### config.mk
export PLATFORM = sky130hd
export DESIGN_NAME = router_xbar_out_port
export DESIGN_NICKNAME = d
export VERILOG_FILES = /design/src/rtl/router_xbar_out_port.sv
export SDC_FILE = /design/constraint.sdc
export NUM_CORES = 1
export LEC_CHECK = 0
export BUFFER_PORTS_ARGS = -buffer_cell sky130_fd_sc_hd__buf_2
export CAP_MARGIN = 20
export CELL_PAD_IN_SITES_DETAIL_PLACEMENT = 1
export CELL_PAD_IN_SITES_GLOBAL_PLACEMENT = 2
export CORE_MARGIN = 2
export CORE_UTILIZATION = 27
export CTS_CLUSTER_DIAMETER = 80
export DETAILED_ROUTE_END_ITERATION = 8
export GPL_TIMING_DRIVEN = 0
export PLACE_DENSITY = 0.92
export SYNTH_ARGS = -nofsm -noshare
export SYNTH_HDL_FRONTEND = slang
export SYNTH_SLANG_ARGS = --single-unit
export TNS_END_PERCENT = 10
### constraint.sdc
create_clock -name clk -period 10 [get_ports clk]
set_input_delay 2 -clock clk [delete_from_list [all_inputs] [get_ports clk]]
set_output_delay 2 -clock clk [all_outputs]
set_load 0.1 [all_outputs]
### src/rtl/router_xbar_out_port.sv
// -----------------------------------------------------------------------------
// router_xbar_out_port
//
// One output-port slice of the mesh router crossbar. It picks one of NUM_IN
// input channels by round-robin arbitration. A multi-flit packet keeps the
// port (wormhole lock) from its header flit to its tail flit. The chosen flit
// is placed in a single registered output stage with a valid/ready handshake.
//
// Parameters:
//   DATA_WIDTH  flit width in bits
//   NUM_IN      number of requesting input channels (2..8)
//
// Ports:
//   clk        system clock, rising edge
//   rst        synchronous active-high reset
//   req_in     per-input request: input i presents a flit for this port
//   tail_in    per-input tail marker of the presented flit
//   data_in    concatenated flits, input i at [i*DATA_WIDTH +: DATA_WIDTH]
//   ack_out    combinational one-hot pop strobe back to the input FIFOs
//   dataout    registered output flit
//   validout   registered: dataout holds a valid flit
//   ready_in   downstream accepts dataout this cycle
//   grant_out  one-hot current owner / arbitration winner, zero when idle
//   locked     a packet currently owns the port
// -----------------------------------------------------------------------------
module router_xbar_out_port #(
    parameter int DATA_WIDTH = 32,
    parameter int NUM_IN     = 5
) (
    input  logic                         clk,
    input  logic                         rst,
    input  logic [NUM_IN-1:0]            req_in,
    input  logic [NUM_IN-1:0]            tail_in,
    input  logic [NUM_IN*DATA_WIDTH-1:0] data_in,
    output logic [NUM_IN-1:0]            ack_out,
    output logic [DATA_WIDTH-1:0]        dataout,
    output logic                         validout,
    input  logic                         ready_in,
    output logic [NUM_IN-1:0]            grant_out,
    output logic                         locked
);

    localparam int IDX_W = (NUM_IN > 1) ? $clog2(NUM_IN) : 1;
    // One extra bit so that last + k (at most 2*NUM_IN-1) never overflows.
    localparam int SUM_W = IDX_W + 1;
    localparam logic [IDX_W-1:0] LAST_RST = IDX_W'(NUM_IN - 1);

    typedef enum logic [0:0] {
        ST_IDLE   = 1'b0,
        ST_LOCKED = 1'b1
    } state_t;

    state_t           state_r;
    state_t           state_nxt_s;
    logic [IDX_W-1:0] owner_r;
    logic [IDX_W-1:0] owner_nxt_s;
    logic [IDX_W-1:0] last_r;
    logic [IDX_W-1:0] last_nxt_s;
    logic [IDX_W-1:0] winner_s;
    logic [IDX_W-1:0] load_idx_s;
    logic [SUM_W-1:0] scan_sum_s;
    logic             scan_hit_s;
    logic             any_req_s;
    logic             can_load_s;
    logic             load_s;

    // The output register can take a new flit when empty or being drained.
    assign can_load_s = ~validout | ready_in;

    assign locked = (state_r == ST_LOCKED);

    // Round-robin scan: first requester after last_r, wrapping NUM_IN-1 -> 0.
    always_comb begin
        winner_s   = '0;
        any_req_s  = 1'b0;
        scan_sum_s = '0;
        scan_hit_s = 1'b0;
        for (int k = 1; k <= NUM_IN; k++) begin
            scan_sum_s = {1'b0, last_r} + SUM_W'(k);
            scan_sum_s = (scan_sum_s >= SUM_W'(NUM_IN)) ? (scan_sum_s - SUM_W'(NUM_IN)) : scan_sum_s;
            scan_hit_s = ~any_req_s & req_in[scan_sum_s[IDX_W-1:0]];
            winner_s   = scan_hit_s ? scan_sum_s[IDX_W-1:0] : winner_s;
            any_req_s  = any_req_s | scan_hit_s;
        end
    end

    // Next-state, grant and pop-strobe logic of the wormhole lock FSM.
    always_comb begin
        state_nxt_s = state_r;
        owner_nxt_s = owner_r;
        last_nxt_s  = last_r;
        ack_out     = '0;
        grant_out   = '0;
        load_s      = 1'b0;
        load_idx_s  = owner_r;
        case (state_r)
            ST_IDLE: begin
                if (any_req_s) begin
                    grant_out[winner_s] = 1'b1;
                    if (can_load_s) begin
                        ack_out[winner_s] = 1'b1;
                        load_s            = 1'b1;
                        load_idx_s        = winner_s;
                        if (tail_in[winner_s]) begin
                            // Single-flit packet: the port stays free.
                            last_nxt_s = winner_s;
                        end else begin
                            state_nxt_s = ST_LOCKED;
                            owner_nxt_s = winner_s;
                        end
                    end else begin
                        // Stalled: pointer and state are left untouched.
                        load_s = 1'b0;
                    end
                end else begin
                    load_s = 1'b0;
                end
            end
            ST_LOCKED: begin
                // Only the owner is served; a request gap keeps the lock.
                grant_out[owner_r] = 1'b1;
                if (req_in[owner_r] && can_load_s) begin
                    ack_out[owner_r] = 1'b1;
                    load_s           = 1'b1;
                    load_idx_s       = owner_r;
                    if (tail_in[owner_r]) begin
                        // Re-arbitration happens on the following cycle.
                        state_nxt_s = ST_IDLE;
                        last_nxt_s  = owner_r;
                    end else begin
                        state_nxt_s = ST_LOCKED;
                    end
                end else begin
                    load_s = 1'b0;
                end
            end
            default: begin
                state_nxt_s = ST_IDLE;
            end
        endcase
    end

    // FSM state, packet owner and round-robin pointer registers.
    always_ff @(posedge clk) begin
        if (rst) begin
            state_r <= ST_IDLE;
            owner_r <= '0;
            last_r  <= LAST_RST;
        end else begin
            state_r <= state_nxt_s;
            owner_r <= owner_nxt_s;
            last_r  <= last_nxt_s;
        end
    end

    // Registered output stage; dataout keeps its value after a drain.
    always_ff @(posedge clk) begin
        if (rst) begin
            validout <= 1'b0;
            dataout  <= '0;
        end else if (load_s) begin
            validout <= 1'b1;
            dataout  <= data_in[int'(load_idx_s)*DATA_WIDTH +: DATA_WIDTH];
        end else if (ready_in) begin
            validout <= 1'b0;
        end else begin
            validout <= validout;
        end
    end

endmodule

# Yosys cells after proc, flatten, opt, wreduce, memory -nomap -nowiden
# Cells that the tools add are included.
dict set report totals {
  ff_bits 40
  input_bits 173
  wordCells 114
  out_inout_bits 44
}
dict set report op_classes {
  n_lt_le_gt_ge 14
  n_mux 57
  eq_ne 5
  addsub 10
  n_bitwise 16
  shifts 1
  n_reduce_logical 6
}
# op count
set ops {}
lappend ops {{indexed part select 160 x 9 -> 32 bit} 1}
lappend ops {{2-to-1 mux 3 bit} 17}
lappend ops {{less-than comparator 3 x 4 -> 1 bit, second input constant} 7}
lappend ops {{binary-select mux 1 bit (select 3 bit)} 8}
lappend ops {{>= comparator 4 x 3 -> 1 bit, second input constant} 5}
lappend ops {{2-to-1 mux 1 bit} 20}
lappend ops {{2-to-1 mux 5 bit} 4}
lappend ops {{case mux 5 bit (2 select lines)} 2}
lappend ops {{subtractor 3 bit, second input constant} 5}
lappend ops {{case mux 3 bit (2 select lines)} 2}
lappend ops {{adder 3 x 2 -> 4 bit, second input constant} 2}
lappend ops {{adder 3 x 3 -> 4 bit, second input constant} 2}
lappend ops {{NOT 1 bit} 7}
lappend ops {{demux 1 bit (select 3 bit)} 2}
lappend ops {{>= comparator 3 x 1 -> 1 bit, second input constant} 2}
lappend ops {{inequality test 2 bit, second input constant} 3}
lappend ops {{OR 1 bit} 5}
lappend ops {{AND reduction 5 bit} 1}
lappend ops {{adder 3 x 1 -> 4 bit, second input constant} 1}
lappend ops {{AND 1 bit} 4}
lappend ops {{inequality test 2 x 1 -> 1 bit, second input constant} 2}
lappend ops {{case mux 1 bit (2 select lines)} 2}
lappend ops {{AND reduction 4 bit} 1}
lappend ops {{logical AND 1 bit} 3}
lappend ops {{nonzero test 2 bit} 1}

# Logic depth before layout (Yosys ltp)
# Gate-level depths: netlist of the first run.
dict set report depth {
  depth_word 24
  depth_mapped 20
  depth_no_buf 16
}

# Least setup slack after synthesis of the first run
# Ideal clock, no wire load.
dict set report synth_path {
  path_kind {in2out}
  startpoint {in req_in[2]}
  endpoint {out ack_out[0]}
  path_stages 12
  required_time_ps 8000
  slack_ps 2681
  arrival_ps 5319
  path_buffers 2
  path_cell_list {clkbuf_1 -> mux2i_1 -> mux4_2 -> nor4_2 -> or2_1 -> nand3_1 -> a32o_1 -> a22oi_2 -> or2_1 -> buf_6 -> nand2_1 -> o22ai_1}
}
dict set report synth_via {
  elab_chain_len 21
  elab_cells_between_ends 39
  classes_between {2 x order compare; 23 x mux; 12 x bitwise; 2 x reduce/logical}
}
# item line_no
set synth_lines {}
lappend synth_lines {{from (decl)} 32} ;# input logic [NUM_IN-1:0] req_in,
lappend synth_lines {{binary-select mux 1 bit (select 3 bit)} 81} ;# scan_hit_s = ~any_req_s & req_in[scan_sum_s[IDX_W-1:0]];
lappend synth_lines {{2-to-1 mux 1 bit (not written as such)} 81}
lappend synth_lines {{NOT 1 bit} 81}
lappend synth_lines {{AND 1 bit} 81}
lappend synth_lines {{OR 1 bit} 83} ;# any_req_s = any_req_s | scan_hit_s;
lappend synth_lines {{NOT 1 bit} 81}
lappend synth_lines {{AND 1 bit} 81}
lappend synth_lines {{OR 1 bit} 83}
lappend synth_lines {{[... 5 more ...]} n/a}
lappend synth_lines {{2-to-1 mux 3 bit} 82} ;# winner_s = scan_hit_s ? scan_sum_s[IDX_W-1:0] : winner_s;
lappend synth_lines {{less-than comparator 3 x 4 -> 1 bit (not written as such) or >= comparator 3 x 1 -> 1 bit (tied branches)} 101} ;# ack_out[winner_s] = 1'b1;
lappend synth_lines {{logical AND 1 bit (not written as such)} 101}
lappend synth_lines {{2-to-1 mux 1 bit (not written as such)} 101}
lappend synth_lines {{demux 1 bit (select 3 bit)} 101}
lappend synth_lines {{2-to-1 mux 5 bit} 100} ;# if (can_load_s) begin
lappend synth_lines {{2-to-1 mux 5 bit} 98} ;# if (any_req_s) begin
lappend synth_lines {{case mux 5 bit (2 select lines) (*)} 96} ;# case (state_r)
lappend synth_lines {{to (decl)} 35} ;# output logic [NUM_IN-1:0] ack_out,
# Mark *: on every way between the ends. The rest lies on a longest branch, timed or not. The select of a mux whose other input is x is not followed.

# Final worst setup path of the first run
dict set report layout_path {
  startpoint {in req_in[2]}
  endpoint {out ack_out[1]}
}
# Same word-level chain as after synthesis.

==> run_results.csv, run 1 <==
group,metric,value,unit
critical_path,critPathRequiredTime,8.00,ns
synthesis,synthMuxAreaShare,0.212,
timing,fin_crit,7.23,ns
timing,slew_viol_final,0,
floorplanning,core_area,14400,um^2
synthesis,synth-simple-area-share,0.177,
finish,antenna_cells,0,
timing,rsz0062_at_grt,"no",
detailed_routing,drtIter0Drc,201,
cts,cts_tree,"built",
timing,finalCritPeriodShare,0.723,
timing,fmax,138,MHz
cts,post_cts_resized,0,
critical_path,timing_worst_setup_path_type,"primary input to output pin",
timing,setup-tns-final,0,ns
cts,cts-root-buf,"clkbuf_16",
cts,postCtsHoldBufs,0,
synthesis,ys_seq_area_frac,0.203,
synthesis,async_flop_share,0,
synthesis,synth_compound_gate_area_share,0.290,
synthesis,synth.avg_cell_area,8.88,um^2
cts,cts_buffer_depth,2,
global_routing,grt_pass1_wl,26100,um
placed_design,gp_congestion,0.859,
floorplanning,io_pins,217,
timing,finalClockSkew,0.00719,ns
global_routing,overflow,0,
finish,design_area,5420,um^2
critical_path,cp.arrival,5.23,ns
timing,max_slew.worst_pin.slew,0.714,ns
global_routing,track_usage,0.206,
synthesis,synth_cells,444,
critical_path,reg2reg_from,"last_r[1]",
synthesis,syn_area,3940,um^2
floorplanning,die_w,125,um
finish,drive_gt1_frac,0.436,
timing,setup_viol,0,
critical_path,regToRegEndpoint,"dataout[20]",
cts,post_cts_buffers,0,
finish,nets,847,
detailed_routing,vias,4515,
cts,clk_pin_slew,0.06,ns
cts,htreeDepth,2,
global_routing,grt_pass1_vias,4772,
placed_design,placed_area,5240,um^2
critical_path,reg2reg_depth,17,
finish,area_growth,37.4,%
placed_design,hpwlAfterDp,13600,um
critical_path,r2r_setup_slack,5.15,ns
cts,cts_made_buffers,5,
global_routing,grt_max_degree,14,
placed_design,pre_cts_ws,2.77,ns
worst_hold_path,hold_end,"dataout[31]",
synthesis,synth_xor_area_frac,0.00222,
finish,final_common_cell,"buf_2",
detailed_routing,routed_wirelength,16700,um
timing,fin_ws,2.77,ns
worst_hold_path,whs_path_depth,2,
placed_design,placedCellCount,841,
floorplanning,die_h,125,um
global_routing,antenna_found_initial,0,
synthesis,synth-warning-count,0,
finish,layout_common_cells,"buf_2 (226), mux2i_1 (79), dfxtp_1 (40)",
synthesis,synth_fp_nets,627,
synthesis,synth_cell_types,75,
finish,fill_cells,1774,
timing,slew_headroom,0.522,
detailed_routing,post_drt_via_cell_ratio,5.32,
floorplanning,rows,44,
detailed_routing,avgRoutedWirePerCell,19.6,um
synthesis,synth_edf_count,0,
placed_design,port_buffers,213,
detailed_routing,ant_nets,0,
floorplanning,dieArea,15600,um^2
cts,clock_sinks,40,
floorplanning,start_util,0.273,
cts,clk_latency,0.28,ns
synthesis,synth_flop_cell,"dfxtp_1",
timing,hold_viol_final,0,
outcome,status,"finished, final reports clean",
detailed_routing,route.detailed.drc,0,
critical_path,cp_max_fo,8,
critical_path,cp-start-kind,"primary input",
synthesis,synthAdderAreaFrac,0.0336,
worst_hold_path,worstHoldStart,"dataout[31]",
finish,fin_cells,849,
critical_path,end_kind,"output pin",
worst_hold_path,min_path_type,"flip-flop to flip-flop",
synthesis,yosys_register_bits,40,
synthesis,synth_top_family_by_area,"compound AO/OA/AOI/OAI gates",
detailed_routing,dr.pass1.iters,5,
job,cap_violations,0,
-- flip-flops by register name (all words and copies together), names as in the netlist --
register	cells
dataout	32
validout	1
locked	1
owner_r	3
last_r	3
-- worst max-delay path by stage --
stage | startpoint | to | slack, ns | cells after the start
3_3_place_gp | req_in[2] | ack_out[1] | 2.85 | 12
4_1_cts | req_in[2] | ack_out[1] | 2.75 | 13
2_1_floorplan | req_in[2] | ack_out[0] | 2.68 | 12
3_5_place_dp | req_in[2] | ack_out[1] | 2.77 | 13
6_report | req_in[2] | ack_out[1] | 2.77 | 13
5_1_grt | req_in[2] | ack_out[1] | 2.57 | 13
-- cell type report --
class                      instances  area (um^2)  area share
tap                              184          230      0.0425
clock buffer                       6          139      0.0256
sequential                        40          801       0.148
timing repair buffer             213         1070       0.197
inverter                          14         52.6     0.00970
clock inverter                     2         38.8     0.00716
multi-input combinational        351         2820       0.521
buffer                            39          269      0.0497
-- cell families after synthesis --
group,after synthesis
multiplexers,82
buffers and inverters,53
AND/OR/NAND/NOR,121
flip-flops,40
XOR/XNOR,1
AO/OA/AOI/OAI,137
adder cells (fa/ha/maj),10
-- critical path, cell delays in order --
cell and delay [ns]:
clkbuf_1 0.37, mux2i_1 0.16, mux4_2 0.48, nor4_2 0.22, or2_1 0.23, o211ai_1 0.12, a31oi_1 0.25, nand2b_1 0.21
nand2_2 0.13, nor2_1 0.19, nand2_1 0.10, o22ai_1 0.25, buf_2 0.51
-- metal layers --
metal | wire (um) | vias up | GRT usage
li1 | - | 2156 | -
met1 | 7120 | 2184 | 0.257
met2 | 8350 | 152 | 0.367
met4 | 346 | 0 | 0.0549
met3 | 849 | 23 | 0.0348
met5 | 0 | - | 0
-- per-stage QoR --
stage               hold slack [ns]   util
floorplan                     0.594      -
global placement              0.466  0.363
detailed placement            0.471  0.363
CTS                           0.492  0.376
global route                  0.515  0.376
finish                        0.487  0.376
-- Yosys cell counts, types with 2 or more instances --
| cell type | number | area, um^2 |
|---|---|---|
| a211oi_1 | 5 | 37.5 |
| a211oi_4 | 2 | 40.0 |
| a21o_4 | 2 | 30.0 |
| a21oi_1 | 9 | 45.0 |
| a22oi_1 | 33 | 248 |
| a31oi_1 | 3 | 18.8 |
| and4_1 | 2 | 17.5 |
| buf_2 | 13 | 65.1 |
| buf_4 | 2 | 15.0 |
| buf_6 | 13 | 146 |
| clkbuf_1 | 10 | 37.5 |
| dfxtp_1 | 40 | 801 |
| ha_1 | 9 | 113 |
| inv_1 | 13 | 48.8 |
| mux2_2 | 2 | 22.5 |
| mux2i_1 | 79 | 791 |
| nand2_1 | 20 | 75.1 |
| nand2b_1 | 15 | 93.8 |
| nand3_1 | 10 | 50.1 |
| nand4_1 | 2 | 12.5 |
| nor2_1 | 24 | 90.1 |
| nor2b_1 | 14 | 87.6 |
| nor3_1 | 4 | 20.0 |
| o211ai_1 | 3 | 22.5 |
| o21a_1 | 2 | 15.0 |
| o21ai_0 | 10 | 50.1 |
| o21ai_1 | 3 | 15.0 |
| o221ai_1 | 25 | 219 |
| o221ai_2 | 10 | 150 |
| o22ai_1 | 14 | 87.6 |
| or2_1 | 3 | 18.8 |
| or2_2 | 5 | 31.3 |
Power of run 1 is not shown: default switching activity piles up to over one toggle a cycle in this logic, so the estimate is an artifact.
==> inputs of run 2 (changes only) <==
Settings changed: CORE_UTILIZATION 27 to 25, PLACE_DENSITY 0.92 to 0.86.
Clock period 10 ns to 6.94 ns, I/O delays scaled along.
==> run 2 against run 1 <==
- wire length rose by 1.7%
- first-iteration DRC count decreased by 26%
- global-route usage shrank 1.7 points
- critical path depth increased by 5
- worst setup slack worse by 2.1 ns
- core utilization fell by 1.9 points
- sequential share of layout area down 0.098 points
- critical path type is now flip-flop to output pin
- highest routed layer unchanged
==> run_results.csv, run 2 (synthesized netlist as in run 1, its figures left out) <==
group,metric,value,unit
global_routing,grt_pass1_wl,25000,um
floorplanning,die_w,130,um
detailed_routing,routed_wirelength,16900,um
cts,cts_tree,"built",
floorplanning,core_area,15300,um^2
finish,nets,847,
timing,finalCritPeriodShare,0.907,
critical_path,end_kind,"output pin",
critical_path,cp.arrival,4.91,ns
cts,htreeDepth,2,
detailed_routing,drtIter0Drc,149,
placed_design,gp_congestion,0.856,
placed_design,placedCellCount,868,
timing,fin_ws,0.643,ns
floorplanning,dieArea,16800,um^2
finish,final_common_cell,"buf_2",
finish,final_core_util,0.356,
finish,largest_reg_flops,32,
finish,multiInputGateArea,2820,um^2
finish,regArea,801,um^2
critical_path,r2r_setup_slack,2.09,ns
timing,setup_viol,0,
timing,slew_headroom,0.486,
placed_design,port_buffers,213,
placed_design,pre_cts_ws,0.987,ns
cts,cts-root-buf,"clkbuf_16",
timing,setup-tns-final,0,ns
timing,hold_viol_final,0,
finish,fill_cells,1898,
timing,max_slew.worst_pin.slew,0.769,ns
finish,fin_cells,877,
critical_path,cp_max_fo,10,
floorplanning,io_pins,217,
detailed_routing,avgRoutedWirePerCell,19.3,um
cts,clk_pin_slew,0.06,ns
cts,clk_latency,0.29,ns
outcome,status,"finished, final reports clean",
timing,finalClockSkew,0.00665,ns
global_routing,grt_pass1_vias,4727,
detailed_routing,ant_nets,0,
finish,layout_common_cells,"buf_2 (226), mux2i_1 (79), dfxtp_1 (40)",
finish,drive_gt1_frac,0.436,
worst_hold_path,min_path_type,"flip-flop to flip-flop",
worst_hold_path,whs_path_depth,2,
global_routing,grt_max_degree,14,
detailed_routing,vias,4551,
cts,postCtsHoldBufs,0,
global_routing,overflow,0,
cts,cts_buffer_depth,2,
global_routing,antenna_found_initial,1,
timing,rsz0062_at_grt,"no",
detailed_routing,post_drt_via_cell_ratio,5.19,
cts,post_cts_resized,0,
floorplanning,die_h,130,um
job,cap_violations,0,
critical_path,timing_worst_setup_path_type,"flip-flop to output pin",
critical_path,reg2reg_depth,17,
worst_hold_path,worstHoldStart,"dataout[24]",
timing,slew_viol_final,0,
finish,reg.largest.list,"dataout x32, last_r x3, owner_r x3",
cts,post_cts_buffers,0,
critical_path,critPathRequiredTime,5.55,ns
floorplanning,rows,45,
cts,clock_sinks,40,
finish,area_growth,38.3,%
detailed_routing,route.detailed.drc,0,
cts,cts_made_buffers,5,
timing,fmax,159,MHz
placed_design,hpwlAfterDp,14000,um
floorplanning,start_util,0.258,
critical_path,regToRegEndpoint,"dataout[18]",
global_routing,track_usage,0.189,
critical_path,cp-start-kind,"flip-flop",
timing,fin_crit,6.30,ns
detailed_routing,dr.pass1.iters,4,
finish,top_register,"dataout",
worst_hold_path,hold_end,"dataout[24]",
critical_path,reg2reg_from,"last_r[1]",
run 2: worst max-delay path, cell delays in order (launching register included):
cell,delay [ns]
dfxtp_1,0.50
buf_2,0.30
inv_1,0.20
ha_1,0.33
buf_2,0.21
buf_4,0.21
buf_2,0.25
nand2_1,0.08
a22oi_1,0.17
o2111ai_1,0.17
inv_1,0.14
a2111o_1,0.12
o22ai_1,0.08
a2bb2oi_1,0.66
inv_1,0.18
nor2_1,0.18
nand2_1,0.10
o22ai_1,0.25
buf_2,0.47
run 2: area by class of cell:
type,count,share of cell area
timing repair buffer,213,0.195
sequential,40,0.147
inverter,14,0.00964
antenna,1,0.000459
buffer,39,0.0493
tap,211,0.0484
multi-input combinational,351,0.517
clock inverter,2,0.00711
clock buffer,6,0.0255
run 2: worst max-delay path by stage:
stage	from	to	slack (ns)	cells past startpoint
2_1_floorplan	req_in[2]	ack_out[0]	0.84	12
3_5_place_dp	last_r[1]	grant_out[1]	0.99	18
6_report	last_r[1]	grant_out[1]	0.64	18
5_1_grt	last_r[1]	grant_out[1]	0.25	18
3_3_place_gp	req_in[2]	grant_out[1]	1.05	12
4_1_cts	last_r[1]	grant_out[1]	0.65	18
run 2: per-stage QoR:
step	hold slack (ns)	cell area (um^2)
final	0.482	5450
after CTS	0.489	5450
after detailed placement	0.476	5270
after global routing	0.518	5450
after global placement	0.468	5270
after floorplan	0.594	3940
run 2: per-layer routing:
metal / global-route usage / part of all wire
met4: 0.0493 / 0.014
met2: 0.363 / 0.52
met3: 0.0293 / 0.057
met5: 0 / 0
met1: 0.217 / 0.40
Power of run 2 is left out for the same reason.
